[config.mk]
export PLATFORM = sky130hd
export DESIGN_NAME = dac_ramp_sequencer
export DESIGN_NICKNAME = d
export VERILOG_FILES = /design/src/rtl/dac_ramp_sequencer.sv
export SDC_FILE = /design/constraint.sdc
export NUM_CORES = 1
export LEC_CHECK = 0
export BUFFER_PORTS_ARGS = -buffer_cell sky130_fd_sc_hd__buf_4
export CORE_AREA = 5 5 105 107
export CTS_CLUSTER_SIZE = 20
export DETAILED_ROUTE_END_ITERATION = 10
export DIE_AREA = 0 0 110 112
export GPL_ROUTABILITY_DRIVEN = 1
export GPL_TIMING_DRIVEN = 1
export PLACE_DENSITY = 0.85
export SYNTH_ARGS = -nofsm -noshare
export SYNTH_HDL_FRONTEND = slang
export SYNTH_SLANG_ARGS = --single-unit
[constraint.sdc]
create_clock -name clk_i -period 4.3 [get_ports clk_i]
set_input_delay 0.43 -clock clk_i [delete_from_list [all_inputs] [get_ports clk_i]]
set_output_delay 0.43 -clock clk_i [all_outputs]
set_load 0.02 [all_outputs]
[src/rtl/dac_ramp_sequencer.sv]
// Stepped DAC ramp sequencer: writes a start code, then one saturating step per
// trigger rising edge through a req/ack handshake, with optional ramp repeat.
module dac_ramp_sequencer #(
  parameter int unsigned DATA_W = 16,
  parameter int unsigned CNT_W  = 16
) (
  input  logic              clk_i,
  input  logic              reset_i,
  input  logic              dac_start_i,
  input  logic              trigger_i,
  input  logic [DATA_W-1:0] start_code_i,
  input  logic [DATA_W-1:0] step_size_i,
  input  logic              dir_down_i,
  input  logic [CNT_W-1:0]  num_steps_i,
  input  logic              repeat_i,
  input  logic              dac_wr_ack_i,
  output logic              dac_wr_req_o,
  output logic [DATA_W-1:0] dac_code_o,
  output logic [CNT_W-1:0]  step_index_o,
  output logic              busy_o,
  output logic              sweep_done_o,
  output logic              overrun_o
);

  typedef enum logic [1:0] {
    IDLE      = 2'd0,
    REQ       = 2'd1,
    WAIT_TRIG = 2'd2,
    DONE      = 2'd3
  } state_t;

  state_t            state_q, state_d;
  logic              trig_d_q;
  logic [DATA_W-1:0] code_q, code_d;
  logic [CNT_W-1:0]  idx_q, idx_d;
  logic              ovr_q, ovr_d;

  logic [DATA_W-1:0] cfg_start_q, cfg_start_d;
  logic [DATA_W-1:0] cfg_step_q, cfg_step_d;
  logic              cfg_down_q, cfg_down_d;
  logic [CNT_W-1:0]  cfg_last_q, cfg_last_d;
  logic              cfg_rpt_q, cfg_rpt_d;

  logic              trig_edge;
  logic [DATA_W:0]   sum_w;
  logic [DATA_W:0]   diff_w;
  logic [DATA_W-1:0] next_code;

  assign trig_edge = trigger_i & ~trig_d_q;

  // The extra top bit of sum/diff is the carry/borrow that triggers saturation.
  always_comb begin
    sum_w  = {1'b0, code_q} + {1'b0, cfg_step_q};
    diff_w = {1'b0, code_q} - {1'b0, cfg_step_q};
    if (cfg_down_q) begin
      next_code = diff_w[DATA_W] ? '0 : diff_w[DATA_W-1:0];
    end else begin
      next_code = sum_w[DATA_W] ? '1 : sum_w[DATA_W-1:0];
    end
  end

  always_comb begin
    state_d     = state_q;
    code_d      = code_q;
    idx_d       = idx_q;
    ovr_d       = ovr_q;
    cfg_start_d = cfg_start_q;
    cfg_step_d  = cfg_step_q;
    cfg_down_d  = cfg_down_q;
    cfg_last_d  = cfg_last_q;
    cfg_rpt_d   = cfg_rpt_q;

    if (!dac_start_i) begin
      state_d = IDLE;
    end else begin
      unique case (state_q)
        IDLE: begin
          cfg_start_d = start_code_i;
          cfg_step_d  = step_size_i;
          cfg_down_d  = dir_down_i;
          cfg_last_d  = (num_steps_i == '0) ? '0 : num_steps_i - CNT_W'(1);
          cfg_rpt_d   = repeat_i;
          code_d      = start_code_i;
          idx_d       = '0;
          ovr_d       = 1'b0;
          state_d     = REQ;
        end
        REQ: begin
          if (trig_edge) ovr_d = 1'b1;
          if (dac_wr_ack_i) state_d = WAIT_TRIG;
        end
        WAIT_TRIG: begin
          if (trig_edge) begin
            if (idx_q == cfg_last_q) begin
              if (cfg_rpt_q) begin
                idx_d   = '0;
                code_d  = cfg_start_q;
                state_d = REQ;
              end else begin
                state_d = DONE;
              end
            end else begin
              idx_d   = idx_q + CNT_W'(1);
              code_d  = next_code;
              state_d = REQ;
            end
          end
        end
        DONE: state_d = DONE;
        default: state_d = IDLE;
      endcase
    end
  end

  always_ff @(posedge clk_i) begin
    if (!reset_i) begin
      state_q     <= IDLE;
      trig_d_q    <= 1'b0;
      code_q      <= '0;
      idx_q       <= '0;
      ovr_q       <= 1'b0;
      cfg_start_q <= '0;
      cfg_step_q  <= '0;
      cfg_down_q  <= 1'b0;
      cfg_last_q  <= '0;
      cfg_rpt_q   <= 1'b0;
    end else begin
      state_q     <= state_d;
      trig_d_q    <= trigger_i;
      code_q      <= code_d;
      idx_q       <= idx_d;
      ovr_q       <= ovr_d;
      cfg_start_q <= cfg_start_d;
      cfg_step_q  <= cfg_step_d;
      cfg_down_q  <= cfg_down_d;
      cfg_last_q  <= cfg_last_d;
      cfg_rpt_q   <= cfg_rpt_d;
    end
  end

  assign dac_wr_req_o = (state_q == REQ);
  assign dac_code_o   = code_q;
  assign step_index_o = idx_q;
  assign busy_o       = (state_q != IDLE);
  assign sweep_done_o = (state_q == DONE);
  assign overrun_o    = ovr_q;

endmodule

==> results.ini <==
[drt]
ant_nets = 0
wl_mm = 16.86
drc = 0
num_vias = 5783
routedWlPerCell_um = 17.43
vias_per_cell = 5.980
dr.pass1.iters = 5
first_iter_violations = 494

[setup_path]
cp-start-kind = flip-flop
r2r_slack_ns = 0.99
cp_max_fo = 14
critical_path.max_stage_delay_ns = 0.66
crit_chain = inv_1, ha_1, fa_1, nand2b_1, a21oi_1, o21ai_1, o211ai_1, and2_0, a221oi_1, o32ai_1
arrival_ns = 3.58
worstPathRequired_ns = 4.58
path_class = flip-flop to flip-flop
worst_setup_path_end_kind = flip-flop
critPathSlowestCell = and2_0

[global_routing]
grt_first_pass_wirelength_mm = 27.66
grt_start_max_net_pins = 41
first_global_vias = 5528
grt_overflow_total = 0
antenna_found_initial = 0
grt_usage_pct = 27.87

[pwr]
switchingPower_uw = 716.6
pwr-share-comb_pct = 29.5
clkPwrFrac_pct = 27.1
vdd_drop_max_uv = 212.0
power_frac_seq_pct = 43.4
internal_power_mw = 1.327
power_density_nw_per_um2 = 303.6
p_leak_nw = 2.844
switching_share_pct = 35.06
power_mw = 2.044

[die]
die_h_um = 112
initial_core_util_pct = 57.89
io_pins = 91
rows = 37
core-area_sq_um = 10050
die_area_sq_um = 12320
dieWidth_um = 110

[clock_tree]
h-tree-depth = 3
numCtsBuffers = 9
cts_buffer_depth = 2
clock-sinks = 86
cts_root_buf = clkbuf_8
hold_buffers = 0
clk_pin_slew_ns = 0.10
ctsResizeCount = 0
postCtsSetupBuffers = 0
cts_tree = built
insertion_delay_ns = 0.37

[run_status]
status = finished, final reports clean

[timing]
hold_viol = 0
skew_ns = 0.01563
drv_slew = 0
period_needed_ns = 3.309
rsz0062_at_grt = no
setup_viol = 0
worst_pin_slew_ns = 0.8777
fin_hold_ws_ns = 0.2878
relSlewSlack_pct = 41.49
clock.fmax_mhz = 302.3
setup_ws_ns = 0.9915
finalCritPeriodShare_pct = 76.94
setup_tns_ns = 0

[yosys]
synth.top_cell.area_share_pct = 29.60
synthTopCellsByArea = dfxtp_1 30%, ha_1 7.5%, nand2_1 7.1%, xor2_1 5.7%, a21oi_1 5.5%
yosysWarnings = 0
async_flop_share_pct = 0
syn_area_per_cell_sq_um = 7.652
ys_types = 66
synth-main-ff-cell = dfxtp_1
synth_edf_count = 0
syn_nets = 852
ys_ff_latch = 86
yosysSeqAreaShare_pct = 29.60
yosys.area.top_type = dfxtp_1
synth_cells = 760
syn-cell-area_sq_um = 5816

[final_layout]
post-route-util_pct = 67.02
design_area_sq_um = 6733
antenna_cells = 0
syn2layout_area_growth_pct = 15.77
drive_gt1_share_pct = 16.97
instances_no_fill = 967
nNetsFinal = 918

[place]
placed_cells = 951
hpwl_mm = 13.04
gp_congestion = 0.9492
dp_slack_ns = 1.094
dpl-instance-area_sq_um = 6540
io_buffers = 90

[worst_hold_path]
hold_class = input port to flip-flop

[flow_run]
cap_violations = 0

[cell type report]
type                    count  area (sq um)
well taps                 136         170.2
inverters                  38         142.6
clock inverters             5         41.29
flip-flops and latches     86          1722
fillers                   899          3313
repair buffers             96         733.2
multi-input cells         595          3772
clock buffers              11         151.4
[cell families (layout without fill, tap and decap cells)]
group           after synthesis  count (layout)  synth area share (%)
buf+inv                      79             150                 5.658
flops                        86              86                 29.60
compound gates              192             192                 22.61
fa+ha+maj                    37              37                 8.219
mux                           5               5                0.9036
xor+xnor                     58              58                 8.735
simple gates                303             303                 24.27
[critical path: cells and delay by family (launching register included)]
family / cells / cell delay (ns)
flip-flops: 1 / 0.38
AO/OA/AOI/OAI: 5 / 1.27
buffers and inverters: 1 / 0.09
AND/OR/NAND/NOR: 2 / 0.85
adder cells (fa/ha/maj): 2 / 0.61
[power groups by stage]
stage          Clock (mW)  Sequential, mW  Combinational, mW
3_3_place_gp            0           0.901              0.581
2_1_floorplan           0           0.900              0.405
4_1_cts             0.553           0.885              0.595
5_1_grt             0.581           0.892              0.662
6_report            0.555           0.886              0.603
3_5_place_dp            0           0.904              0.591
[cell usage after synthesis (all sizes together), types with 3 or more instances]
cell type  instances
a211oi            10
a21boi             6
a21oi             64
a221oi             9
a22oi             14
a31oi              8
and2               9
and3               4
buf               16
clkbuf            25
dfxtp             86
ha                35
inv               38
mux2i              3
nand2            110
nand2b            15
nand3             16
nand4              7
nor2              79
nor2b              6
nor3              28
nor3b              5
nor4               5
o2111ai            3
o211ai             8
o21a               5
o21ai             34
o31ai              5
o32ai              6
or2                3
or3                8
or4                4
xnor2             20
xor2              38
[layout by cell type (no fill, tap or decap), types with 6 or more instances in the layout]
cell type  instances
a31oi_1            8
clkbuf_8          11
o211ai_1           8
a22oi_2           10
nor2b_1            6
nand3_1           16
xnor2_1           20
inv_1             38
a21oi_1           64
nor2_1            79
nand4_1            7
and2_1             8
dfxtp_1           86
nor3_1            27
a21boi_0           6
o21ai_0           29
a221oi_1           8
xor2_1            38
nand2_1          109
nand2b_1          15
ha_1              35
a211oi_1          10
buf_4             95
[registers in the layout, indices dropped and copies added, names as in the netlist, 2 cells and up]
| signal | count |
|---|---|
| cfg_start_q | 16 |
| cfg_last_q | 16 |
| state_q | 2 |
| dac_code_o | 16 |
| cfg_step_q | 16 |
| step_index_o | 16 |
[layer usage]
metal	up-vias	part of all wire (%)	wire length, um	track usage (%)
li1	2787	-	-	-
met1	2748	44	7372	39.20
met2	221	47	7896	43.85
met3	27	7.6	1278	4.406
met4	0	1.8	310	7.980
met5	-	0	0	0
[final timing paths]
kind / from / endpoint / depth (start not counted)
worst max-delay path: dac_code_o[0]$_SDFFE_PN0P_ / dac_code_o[9]$_SDFFE_PN0P_ / 10
worst min-delay path: trigger_i / trig_d_q$_SDFF_PN0_ / 2
worst max register to register: dac_code_o[0]$_SDFFE_PN0P_ / dac_code_o[9]$_SDFFE_PN0P_ / 10
worst min register to register: cfg_start_q[14]$_SDFFE_PN0P_ / cfg_start_q[14]$_SDFFE_PN0P_ / 2
No activity file was read; power rests on OpenSTA's default activity.
